==> config.mk <==
export PLATFORM = sky130hd
export DESIGN_NAME = dvi_tx_encoder
export DESIGN_NICKNAME = d
export VERILOG_FILES = /design/src/rtl/dvi_tx_pkg.sv /design/src/rtl/dvi_tx_encoder_tmds_channel_enc.sv /design/src/rtl/dvi_tx_encoder.sv
export SDC_FILE = /design/constraint.sdc
export NUM_CORES = 1
export LEC_CHECK = 0
export CORE_ASPECT_RATIO = 1.5
export CORE_UTILIZATION = 60
export CTS_BUF_LIST = sky130_fd_sc_hd__clkbuf_4
export DETAILED_ROUTE_END_ITERATION = 12
export PLACE_DENSITY_LB_ADDON = 0.2
export REMOVE_ABC_BUFFERS = 1
export SYNTH_ARGS = -nofsm -noshare
export SYNTH_HDL_FRONTEND = slang
export SYNTH_SLANG_ARGS = --single-unit
==> constraint.sdc <==
create_clock -name clk -period 12.49 [get_ports clk]
set_input_delay 3.747 -clock clk [delete_from_list [all_inputs] [get_ports clk]]
set_output_delay 3.747 -clock clk [all_outputs]
set_load 0.02 [all_outputs]
==> src/rtl/dvi_tx_pkg.sv <==
`default_nettype none
// ============================================================================
// Module   : dvi_tx_pkg
// Brief    : Shared constants, stage-1 payload type and helpers for TMDS encode
// Revision : 1.0
// ============================================================================
package dvi_tx_pkg;

  localparam int DEF_CNT_W = 6;

  localparam logic [9:0] CTRL_00 = 10'b1101010100;
  localparam logic [9:0] CTRL_01 = 10'b0010101011;
  localparam logic [9:0] CTRL_10 = 10'b0101010100;
  localparam logic [9:0] CTRL_11 = 10'b1010101011;

  typedef struct packed {
    logic       de;
    logic [1:0] c;
    logic [8:0] qm;
  } tmds_s1_t;

  function automatic logic [3:0] ones8(input logic [7:0] v);
    logic [3:0] s;
    s = '0;
    for (int i = 0; i < 8; i++) begin
      s = s + {3'b000, v[i]};
    end
    return s;
  endfunction

  function automatic logic [9:0] ctrl_code(input logic [1:0] c);
    logic [9:0] s;
    case (c)
      2'b00:   s = CTRL_00;
      2'b01:   s = CTRL_01;
      2'b10:   s = CTRL_10;
      default: s = CTRL_11;
    endcase
    return s;
  endfunction

endpackage
`default_nettype wire

==> src/rtl/dvi_tx_encoder_tmds_channel_enc.sv <==
`default_nettype none
// ============================================================================
// Module   : tmds_channel_enc
// Brief    : One TMDS 8b/10b channel: transition-minimise stage, then DC balance
// Revision : 1.0
// ============================================================================
module tmds_channel_enc
  import dvi_tx_pkg::*;
#(
  parameter int CNT_W = dvi_tx_pkg::DEF_CNT_W
) (
  input  logic       clk,
  input  logic       rst_n,
  input  logic       de,
  input  logic [1:0] c,
  input  logic [7:0] d,
  output logic [9:0] q
);

  logic [3:0] w_n1d;
  logic       w_xnor;
  logic [8:0] w_qm;
  tmds_s1_t   r_s1;

  always_comb begin
    w_n1d   = ones8(d);
    w_xnor  = (w_n1d > 4'd4) || ((w_n1d == 4'd4) && !d[0]);
    w_qm    = '0;
    w_qm[0] = d[0];
    for (int i = 1; i < 8; i++) begin
      w_qm[i] = w_xnor ? ~(w_qm[i-1] ^ d[i]) : (w_qm[i-1] ^ d[i]);
    end
    w_qm[8] = ~w_xnor;
  end

  always_ff @(posedge clk or negedge rst_n) begin
    if (!rst_n) begin
      r_s1 <= '0;
    end else begin
      r_s1 <= '{de: de, c: c, qm: w_qm};
    end
  end

  logic        [3:0]       w_n1;
  logic signed [CNT_W-1:0] w_diff;
  logic signed [CNT_W-1:0] w_two;
  logic signed [CNT_W-1:0] r_cnt;
  logic signed [CNT_W-1:0] w_cnt_nxt;
  logic        [9:0]       r_q;
  logic        [9:0]       w_q_nxt;
  logic                    w_cnt_pos;
  logic                    w_cnt_neg;

  // w_diff is n1 - n0 = 2*n1 - 8 for the 8 payload bits
  always_comb begin
    w_n1      = ones8(r_s1.qm[7:0]);
    w_diff    = (CNT_W'(w_n1) <<< 1) - CNT_W'(8);
    w_two     = r_s1.qm[8] ? CNT_W'(2) : CNT_W'(0);
    w_cnt_neg = r_cnt[CNT_W-1];
    w_cnt_pos = !r_cnt[CNT_W-1] && (r_cnt != '0);
    w_q_nxt   = CTRL_00;
    w_cnt_nxt = r_cnt;
    if (!r_s1.de) begin
      w_q_nxt   = ctrl_code(r_s1.c);
      w_cnt_nxt = '0;
    end else if ((r_cnt == '0) || (w_n1 == 4'd4)) begin
      w_q_nxt   = {~r_s1.qm[8], r_s1.qm[8],
                   r_s1.qm[8] ? r_s1.qm[7:0] : ~r_s1.qm[7:0]};
      w_cnt_nxt = r_s1.qm[8] ? (r_cnt + w_diff) : (r_cnt - w_diff);
    end else if ((w_cnt_pos && (w_n1 > 4'd4)) || (w_cnt_neg && (w_n1 < 4'd4))) begin
      w_q_nxt   = {1'b1, r_s1.qm[8], ~r_s1.qm[7:0]};
      w_cnt_nxt = r_cnt + w_two - w_diff;
    end else begin
      w_q_nxt   = {1'b0, r_s1.qm[8], r_s1.qm[7:0]};
      w_cnt_nxt = r_cnt + w_diff - (CNT_W'(2) - w_two);
    end
  end

  always_ff @(posedge clk or negedge rst_n) begin
    if (!rst_n) begin
      r_q   <= CTRL_00;
      r_cnt <= '0;
    end else begin
      r_q   <= w_q_nxt;
      r_cnt <= w_cnt_nxt;
    end
  end

  assign q = r_q;

endmodule
`default_nettype wire

==> src/rtl/dvi_tx_encoder.sv <==
`default_nettype none
// ============================================================================
// Module   : dvi_tx_encoder
// Brief    : Three-channel DVI TMDS encoder; maps RGB and sync onto channels
// Revision : 1.0
// ============================================================================
module dvi_tx_encoder
  import dvi_tx_pkg::*;
#(
  parameter int CNT_W = dvi_tx_pkg::DEF_CNT_W
) (
  input  logic       clk,
  input  logic       rst_n,
  input  logic       de,
  input  logic       hsync,
  input  logic       vsync,
  input  logic [7:0] r,
  input  logic [7:0] g,
  input  logic [7:0] b,
  output logic [9:0] tmds_ch0,
  output logic [9:0] tmds_ch1,
  output logic [9:0] tmds_ch2
);

  tmds_channel_enc #(.CNT_W(CNT_W)) u_ch0 (
    .clk   (clk),
    .rst_n (rst_n),
    .de    (de),
    .c     ({vsync, hsync}),
    .d     (b),
    .q     (tmds_ch0)
  );

  tmds_channel_enc #(.CNT_W(CNT_W)) u_ch1 (
    .clk   (clk),
    .rst_n (rst_n),
    .de    (de),
    .c     (2'b00),
    .d     (g),
    .q     (tmds_ch1)
  );

  tmds_channel_enc #(.CNT_W(CNT_W)) u_ch2 (
    .clk   (clk),
    .rst_n (rst_n),
    .de    (de),
    .c     (2'b00),
    .d     (r),
    .q     (tmds_ch2)
  );

endmodule
`default_nettype wire
==> results of run 1 <==
[path summary, 6_finish.rpt]
kind                                     from             end  slack [ns]  cells after the start
max in group asynchronous               rst_n      u_ch1.q[0]        8.47                      1
worst min-delay path            u_ch0.r_s1[6]      u_ch0.q[6]        0.55                      2
worst max-delay path                     b[0]   u_ch0.r_s1[7]        5.08                     13
min in group asynchronous               rst_n   u_ch0.r_s1[0]        3.43                      1
worst min register to register  u_ch0.r_s1[6]      u_ch0.q[6]        0.55                      2
worst max register to register  u_ch2.r_s1[0]  u_ch2.r_cnt[5]        6.97                     16
[routing by layer]
layer / part of all wire [%] / wire [um] / up-vias / global-route usage (%)
met5: 0 / 0 / - / 0
met4: 2.8 / 371 / 0 / 10.3
met1: 36 / 4760 / 2189 / 26.8
met2: 58 / 7520 / 106 / 52.0
li1: - / - / 2076 / -
met3: 3.2 / 417 / 32 / 3.81
[worst reg2reg max path: stages, from the launching register on]
cell,delay (ns)
dfrtp_1,0.42
ha_1,0.28
inv_1,0.05
fa_1,0.51
fa_1,0.53
fa_1,0.48
fa_1,0.40
xnor2_1,0.46
ha_1,0.40
ha_1,0.38
xnor2_1,0.27
ha_1,0.30
a21oi_1,0.21
xnor2_1,0.15
xnor3_1,0.23
a221oi_1,0.24
a211oi_1,0.08
[state kept, by name, indices dropped and copies added (netlist names)]
signal / flops
u_ch2.r_s1: 10
u_ch0.r_s1: 11
u_ch0.r_cnt: 5
u_ch2.r_cnt: 5
u_ch2.q: 10
u_ch0.q: 10
u_ch1.r_cnt: 5
u_ch1.r_s1: 9
u_ch1.q: 10
[cells by family after synthesis]
group | share of synthesized area (%)
buffers and inverters | 7.73
AND/OR/NAND/NOR | 6.29
flip-flops | 30.2
adder cells (fa/ha/maj) | 30.1
AO/OA/AOI/OAI | 10.7
multiplexers | 1.36
XOR/XNOR | 13.5
[per-stage QoR]
stage                     utilization, %  instances  hold WS (ns)  instance area (um^2)  setup slack (ns)
after floorplan                        -        598         0.489                  6220              5.50
after global placement              68.7        775         0.517                  6960              4.91
after detailed placement            68.7        775         0.528                  6960              4.67
after CTS                           70.8        791         0.551                  7170              5.15
after global routing                70.8        792         0.577                  7180              5.01
final                               70.8        792         0.547                  7180              5.08
[cell usage in the layout (no fill, tap or decap), types with 7 or more instances in the layout]
cell type,n
o21ai_0,12
fa_1,45
a21oi_1,42
clkdlybuf4s50_1,57
nor3b_1,8
xor2_1,17
nor2_1,22
inv_1,117
a21o_1,7
a211oi_1,14
xnor2_1,72
dfrtp_1,60
nand2_1,20
o21bai_1,9
ha_1,79
clkbuf_4,10
dfstp_2,15
[area by class of cell]
cell class	count	area (um^2)	area share, %
multi-input cells	406	3890	54.2
flip-flops and latches	75	1900	26.4
repair buffers	60	593	8.27
inverters	117	439	6.12
well taps	117	146	2.04
clock inverters	6	136	1.90
clock buffers	10	75.1	1.05
diodes	1	2.50	0.0349
==> summary.md, run 1 <==
| Metric | Value |
|---|---|
| Family with the most delay on the worst path | adder cells |
| CTS root buf | clkbuf_4 |
| Critical Path RT | 12.81 ns |
| Final WL | 13.1 mm |
| Post-synth top area share | 24.0% |
| Peak Freq | 135 MHz |
| Outcome | complete, no violations |
| Post-CTS Resized | 0 |
| Num CTS Buffers | 9 |
| GR Overflow Total | 0 |
| Synthesis Warnings | 0 |
| #FFs+latches synth | 75 |
| Hold buffer count at CTS | 0 |
| Gate Count Post-Synth | 607 |
| Crit Path Class | input pin to register |
| Core box area | 10100 um^2 |
| Die span in y | 127 um |
| Vias in the first global route | 4727 |
| Skew final | 0.0124 ns |
| Cell chain of the critical path | clkdlybuf4s50_1, ha_1, inv_1, fa_1, fa_1, inv_1, fa_1, fa_1, nor3b_1, o21ai_0, a21oi_1, xnor2_1, xnor2_1 |
| Rows | 45 |
| Slew Limit Fails | 0 |
| Vias after detailed routing | 4403 |
| Endpoint class of the critical path | register |
| GRT Util Overall | 26.2% |
| CP max-delay cell | a21oi_1 |
| Routability cong. | 0.899 |
| Crit path max fanout | 5 |
| Post-Syn Area | 6270 um^2 |
| Fin nets | 822 |
| First-pass GRT wire length | 21.8 mm |
| Min cycle time layout | 7.41 ns |
| Share of layout cells above drive strength 1 | 6.53% |
| Sequential area share after synthesis | 30.2% |
| RSZ-0062 raised after global routing | no |
| Number of synthesized flops with an enable pin | 0 |
| Port-buffer cells | 58 |
| # setup viols final | 0 |
| Final Hold Viols | 0 |
| Clock Sinks | 75 |
| Vias/cell | 5.56 |
| Clk slew on worst S/H paths | 0.12 ns |
| CTS tree | yes |
| Critical Path Most Common Cell | fa_1 |
| Hold Crit Class | register to register |
| Cell variety after synth | 46 |
| Largest area contributor in the netlist | dfrtp_1 |
| IO Pins | 59 |
| DR DRC count | 0 |
| ANT nets after route | 0 |
| Initial antenna violation count | 1 |
| Synth-to-Final Area Change | 14.5% |
| Die width | 85.5 um |
| Synth Flop Type | dfrtp_1 |
| Starting density of the core | 61.8% |
| Avg WL per Cell | 16.5 um |
| Max-slew headroom | 39.2% |
| Synth async-reset ratio | 100% |
| CP arrival | 7.74 ns |
| FILL cells | 774 |
| Most instantiated library cell after synthesis | inv_1 |
| Final period utilization | 59.3% |
| Max-cap violations | 0 |
| DRT Pass-1 Iters | 4 |
| Pin slew with the least headroom to its limit | 0.906 ns |
| CTS max path bufs | 2 |
| Leading cell types by count after synthesis | inv_1, ha_1, xnor2_1 |
| CP startpoint kind | input pin |
| H-Tree Level Count | 3 |
| Total Die Area | 10900 um^2 |
| Top cells by area, synth | dfrtp_1, ha_1, fa_1, xnor2_1, inv_1 |
| Skew-Pair Late Insertion Delay | 0.43 ns |
| Post-DP HPWL | 10.4 mm |
| Postcts setup bufs | 0 |
| Setup TNS | 0 ns |
| Critical path buffer and inverter count | 3 |
| Pin count of the biggest net entering global routing | 76 |
| DR iter-0 viols | 179 |
| Max incr delay on CP | 0.50 ns |
| Synthesized area per cell | 10.3 um^2 |
Power of run 1 is not shown: default switching activity piles up to over one toggle a cycle in this logic, so the estimate is an artifact.
==> inputs of run 2 (changes only) <==
==> constraint.sdc (replaced) <==
create_clock -name clk -period 7.5 [get_ports clk]
set_input_delay 2.25 -clock clk [delete_from_list [all_inputs] [get_ports clk]]
set_output_delay 2.25 -clock clk [all_outputs]
set_load 0.02 [all_outputs]
==> summary.md, run 2 (synthesis gave the netlist of run 1 again) <==
| Metric | Value |
|---|---|
| Outcome | complete, no violations |
| Family with the most delay on the worst path | adder cells |
| # setup viols final | 0 (unchanged) |
| Final period utilization | 79.0% |
| Crit path max fanout | 5 (unchanged) |
| GRT Util Overall | 26.2% (about the same) |
| DRT Pass-1 Iters | 6 (+2) |
| Pin slew with the least headroom to its limit | 0.937 ns (+0.0315 ns) |
| Num CTS Buffers | 9 (unchanged) |
| Skew-Pair Late Insertion Delay | 0.42 ns (about the same) |
| Setup TNS | 0 ns (unchanged) |
| Post-DP HPWL | 10.4 mm (+0.29%) |
| Hold Path Depth | 2 (unchanged) |
| Crit Path Class | input pin to register |
| Total Die Area | 10900 um^2 (unchanged) |
| Routability cong. | 0.899 (about the same) |
| Setup slack, reg-to-reg | 2.01 ns (-4.96 ns) |
| Max-cap violations | 0 (unchanged) |
| Die span in y | 127 um (unchanged) |
| CTS max path bufs | 2 (unchanged) |
| CTS tree | yes |
| Cell chain of the critical path | clkdlybuf4s50_1, ha_1, inv_1, fa_1, fa_1, inv_1, fa_1, fa_1, nor3b_1, o21ai_0, a21oi_1, xnor2_1, xnor2_1 |
| Pin count of the biggest net entering global routing | 76 (unchanged) |
| Vias after detailed routing | 4362 (-0.93%) |
| Clock Sinks | 75 (unchanged) |
| FF-to-FF Start | u_ch2.r_s1[1] |
| Postcts setup bufs | 0 (unchanged) |
| Max reg flops | 11 (unchanged) |
| Post-CTS Resized | 0 (unchanged) |
| Peak Freq | 169 MHz |
| First-pass GRT wire length | 21.9 mm (+0.19%) |
| Register area | 1900 um^2 (unchanged) |
| Reg2reg path depth | 16 (unchanged) |
| Clk slew on worst S/H paths | 0.12 ns (about the same) |
| CP startpoint kind | input pin |
| Min cycle time layout | 5.92 ns |
| Starting density of the core | 61.8% (unchanged) |
| RSZ-0062 raised after global routing | no |
| Hold buffer count at CTS | 0 (unchanged) |
| IO Pins | 59 (unchanged) |
| Endpoint class of the critical path | register |
| R2r endpoint | u_ch2.r_cnt[5] |
| Multi-input gate area | 3890 um^2 (unchanged) |
| Hold EP | u_ch0.q[6] |
| Slew Limit Fails | 0 (unchanged) |
| Hold Crit Class | register to register |
| Skew final | 0.00922 ns (-0.00315 ns) |
| Hold_sp | u_ch0.r_s1[6] |
| Port-buffer cells | 58 (unchanged) |
| DR DRC count | 0 (unchanged) |
| Critical Path RT | 7.80 ns (-5.01 ns) |
| CTS root buf | clkbuf_4 |
| Final WL | 12.8 mm (-1.8%) |
| Fin Hold WS | 0.550 ns (+0.00348 ns) |
| Synth-to-Final Area Change | 13.1% |
| Top reg by flops | u_ch0.r_s1 |
| Final Hold Viols | 0 (unchanged) |
| Critical Path Most Common Cell | fa_1 |
| FILL cells | 769 (-0.65%) |
| H-Tree Level Count | 3 (unchanged) |
| Core box area | 10100 um^2 (unchanged) |
| Rows | 45 (unchanged) |
| GR Overflow Total | 0 (unchanged) |
| Avg WL per Cell | 16.2 um (-1.7%) |
| CP arrival | 6.23 ns (-1.51 ns) |
| Vias/cell | 5.51 (-0.81%) |
| CP max-delay cell | fa_1 |
| Commonest non-fill, non-tap cell in the layout | inv_1 |
| Die width | 85.5 um (unchanged) |
| ANT nets after route | 0 (unchanged) |
| Max incr delay on CP | 0.49 ns (about the same) |
| DR iter-0 viols | 144 (-20%) |
| Most frequent cells in the layout | inv_1, ha_1, xnor2_1, dfrtp_1, clkdlybuf4s50_1 |
| Initial antenna violation count | 1 (unchanged) |
| Fin nets | 822 (unchanged) |
| Critical path buffer and inverter count | 3 (unchanged) |
| Max-slew headroom | 37.1% (-2.1 points) |
| Vias in the first global route | 4764 (+0.78%) |
| Share of layout cells above drive strength 1 | 6.39% (-0.14 points) |
-- run 2: cell types whose count changed in the layout (fill, tap and decap cells not counted) --
| cell | previous run | this run |
|---|---|---|
| clkbuf_4 | 10 | 9 |
| clkinv_2 | 0 | 4 |
| bufinv_16 | 4 | 1 |
| inv_6 | 1 | 0 |
-- run 2: stage by stage --
step	area, um^2	setup WS [ns]	utilization (%)	std cells
2_1_floorplan	6220	2.00	-	598
3_3_place_gp	6960	1.41	68.7	775
3_5_place_dp	6960	1.17	68.7	775
4_1_cts	7090	1.63	69.9	790
5_1_grt	7090	1.54	70.0	791
6_report	7090	1.58	70.0	791
-- run 2: how the worst max path moves through the flow --
stage / from / end / slack, ns / cells after the start
final: b[0] / u_ch0.r_s1[7] / 1.58 / 13
after global routing: b[0] / u_ch0.r_s1[7] / 1.54 / 13
after global placement: g[0] / u_ch1.r_s1[7] / 1.41 / 13
after detailed placement: b[0] / u_ch0.r_s1[7] / 1.17 / 13
after CTS: b[0] / u_ch0.r_s1[7] / 1.63 / 13
after floorplan: b[0] / u_ch0.r_s1[7] / 2.00 / 12
-- run 2: area by class of cell --
type | instances | area share, %
Inverter | 117 | 6.19
Timing Repair Buffer | 60 | 8.37
Multi-Input combinational cell | 406 | 54.8
Clock inverter | 6 | 0.812
Antenna cell | 1 | 0.0353
Clock buffer | 9 | 0.953
Tap cell | 117 | 2.06
Sequential cell | 75 | 26.7
-- run 2: routing by layer --
metal / up-vias / part of all wire (%) / GRT usage [%]
li1: 2069 / - / -
met1: 2157 / 36 / 27.1
met2: 104 / 58 / 51.4
met3: 32 / 2.7 / 4.13
met4: 0 / 2.9 / 10.2
met5: - / 0 / 0
-- run 2: tightest hold or removal path, delay by kind of cell, from the launching register on --
family | cells | cell delay (ns)
DFF | 1 | 0.38
AOI/OAI and AO/OA | 1 | 0.06
xor gates and xnor gates | 1 | 0.12
Power of run 2 is left out for the same reason.
==> inputs of run 3 (changes only) <==
==> constraint.sdc (replaced) <==
create_clock -name clk -period 5.9 [get_ports clk]
set_input_delay 1.77 -clock clk [delete_from_list [all_inputs] [get_ports clk]]
set_output_delay 1.77 -clock clk [all_outputs]
set_load 0.02 [all_outputs]
==> summary.md, run 3 (synthesis gave the netlist of run 1 again) <==
| Metric | Value |
|---|---|
| First-pass GRT wire length | 21.8 mm (-0.51%) |
| Skew final | 0.0262 ns (+0.0170 ns) |
| Total Die Area | 10900 um^2 (unchanged) |
| Max-slew headroom | 36.6% (-0.52 points) |
| Vias/cell | 5.48 (-0.55%) |
| Postcts setup bufs | 0 (unchanged) |
| Post-DP HPWL | 10.4 mm (+0.32%) |
| Skew-Pair Late Insertion Delay | 0.43 ns (about the same) |
| Clk slew on worst S/H paths | 0.13 ns (about the same) |
| Starting density of the core | 61.8% (unchanged) |
| CP max-delay cell | fa_1 |
| DR iter-0 viols | 175 (+22%) |
| Vias after detailed routing | 4360 (-0.046%) |
| Family with the most delay on the worst path | adder cells |
| # setup viols final | 0 (unchanged) |
| DR DRC count | 0 (unchanged) |
| # diodes | 0 (-1) |
| Setup TNS | 0 ns (unchanged) |
| Critical Path RT | 6.16 ns (-1.64 ns) |
| Endpoint class of the critical path | register |
| H-Tree Level Count | 3 (unchanged) |
| Hold Crit Class | register to register |
| CTS tree | yes |
| Most Crowded Layer GR | met2 |
| Final WL | 12.9 mm (+0.44%) |
| GRT Util Overall | 26.0% (-0.13 points) |
| Vias in the first global route | 4782 (+0.38%) |
| Critical path buffer and inverter count | 1 (-2) |
| Port-buffer cells | 58 (unchanged) |
| Post-CTS Resized | 0 (unchanged) |
| CTS root buf | clkbuf_4 |
| Max incr delay on CP | 0.53 ns (+0.04 ns) |
| DRT Pass-1 Iters | 4 (-2) |
| ANT nets after route | 0 (unchanged) |
| Peak Freq | 183 MHz |
| Top reg by flops | u_ch0.r_s1 |
| Fin Hold WS | 0.546 ns (-0.00448 ns) |
| Setup slack, reg-to-reg | 0.44 ns (-1.57 ns) |
| Initial antenna violation count | 0 (-1) |
| Slew Limit Fails | 0 (unchanged) |
| Routability cong. | 0.916 (+1.8%) |
| IO Pins | 59 (unchanged) |
| Clock Sinks | 75 (unchanged) |
| Die span in y | 127 um (unchanged) |
| Crit Path Class | register to register |
| Worst Setup Slack, final | 0.438 ns (-1.14 ns) |
| Max-cap violations | 0 (unchanged) |
| Num CTS Buffers | 9 (unchanged) |
| Pre-CTS setup slack | 0.227 ns (-0.939 ns) |
| Core box area | 10100 um^2 (unchanged) |
| CP arrival | 5.72 ns (-0.51 ns) |
| Crit path max fanout | 4 (-1) |
| Met3 Use GR | 3.94% (-0.19 points) |
| Most frequent cells in the layout | inv_1, ha_1, xnor2_1, dfrtp_1, clkdlybuf4s50_1 |
| Rows | 45 (unchanged) |
| CTS max path bufs | 2 (unchanged) |
| Pin slew with the least headroom to its limit | 0.951 ns (+0.0140 ns) |
| Commonest non-fill, non-tap cell in the layout | inv_1 |
| Met1 usage | 27.7% (+0.60 points) |
| CP startpoint kind | register |
| Share of layout cells above drive strength 1 | 6.93% (+0.54 points) |
| Synth-to-Final Area Change | 13.9% |
| Cell chain of the critical path | ha_1, inv_1, fa_1, fa_1, fa_1, fa_1, xnor2_1, ha_1, ha_1, xnor2_1, ha_1, a21oi_1, xnor3_1, xnor2_1, a211oi_1, a211oi_1 |
| Final period utilization | 92.6% |
| Pin count of the biggest net entering global routing | 76 (unchanged) |
| Max reg flops | 11 (unchanged) |
| Final Hold Viols | 0 (unchanged) |
| RSZ-0062 raised after global routing | no |
| Fin nets | 826 (+0.49%) |
| Avg WL per Cell | 16.2 um (about the same) |
| Hold buffer count at CTS | 0 (unchanged) |
| Die width | 85.5 um (unchanged) |
| Min cycle time layout | 5.46 ns |
| Met2 usage | 49.8% (-1.6 points) |
| GR Overflow Total | 0 (unchanged) |
| Outcome | complete, no violations |
run 3: cell types whose count changed in the layout (fill, tap and decap cells not counted), sizes merged:
cell   change
diode      -1
inv        +1
buf        +4
run 3: per-stage QoR:
| step | util [%] | area, um^2 | instances |
|---|---|---|---|
| 6_report | 70.4 | 7140 | 795 |
| 5_1_grt | 70.4 | 7140 | 795 |
| 4_1_cts | 70.4 | 7140 | 795 |
| 3_5_place_dp | 69.0 | 6990 | 779 |
| 3_3_place_gp | 69.0 | 6990 | 779 |
| 2_1_floorplan | - | 6220 | 598 |
run 3: worst register-to-register path: stages (launching register included):
cell	delay [ns]
dfrtp_1	0.43
ha_1	0.30
inv_1	0.06
fa_1	0.51
fa_1	0.53
fa_1	0.48
fa_1	0.40
xnor2_1	0.38
ha_1	0.36
ha_1	0.35
xnor2_1	0.28
ha_1	0.31
a21oi_1	0.15
xnor3_1	0.25
xnor2_1	0.13
a211oi_1	0.29
a211oi_1	0.10
run 3: routing by layer:
| layer | up-vias | routed length (um) |
|---|---|---|
| met5 | - | 0 |
| met4 | 0 | 462 |
| met3 | 38 | 317 |
| met2 | 101 | 7370 |
| met1 | 2135 | 4740 |
| li1 | 2086 | - |
run 3: cell type report:
class	instances	area [um^2]
clock buffers	9	67.6
clock inverters	7	76.3
fillers	808	3000
inverters	117	439
multi-input cells	406	3890
flip-flops and latches	75	1900
well taps	117	146
repair buffers	64	623
run 3: worst paths after layout:
| kind | from | endpoint | cells past startpoint |
|---|---|---|---|
| max in group asynchronous | rst_n | u_ch1.r_s1[7] | 1 |
| max reg2reg | u_ch0.r_s1[0] | u_ch0.r_cnt[5] | 16 |
| min in group asynchronous | rst_n | u_ch2.r_s1[2] | 1 |
| max | u_ch0.r_s1[0] | u_ch0.r_cnt[5] | 16 |
| min | u_ch1.r_s1[7] | u_ch1.q[7] | 2 |
| min reg2reg | u_ch1.r_s1[7] | u_ch1.q[7] | 2 |
Power of run 3 is left out for the same reason.
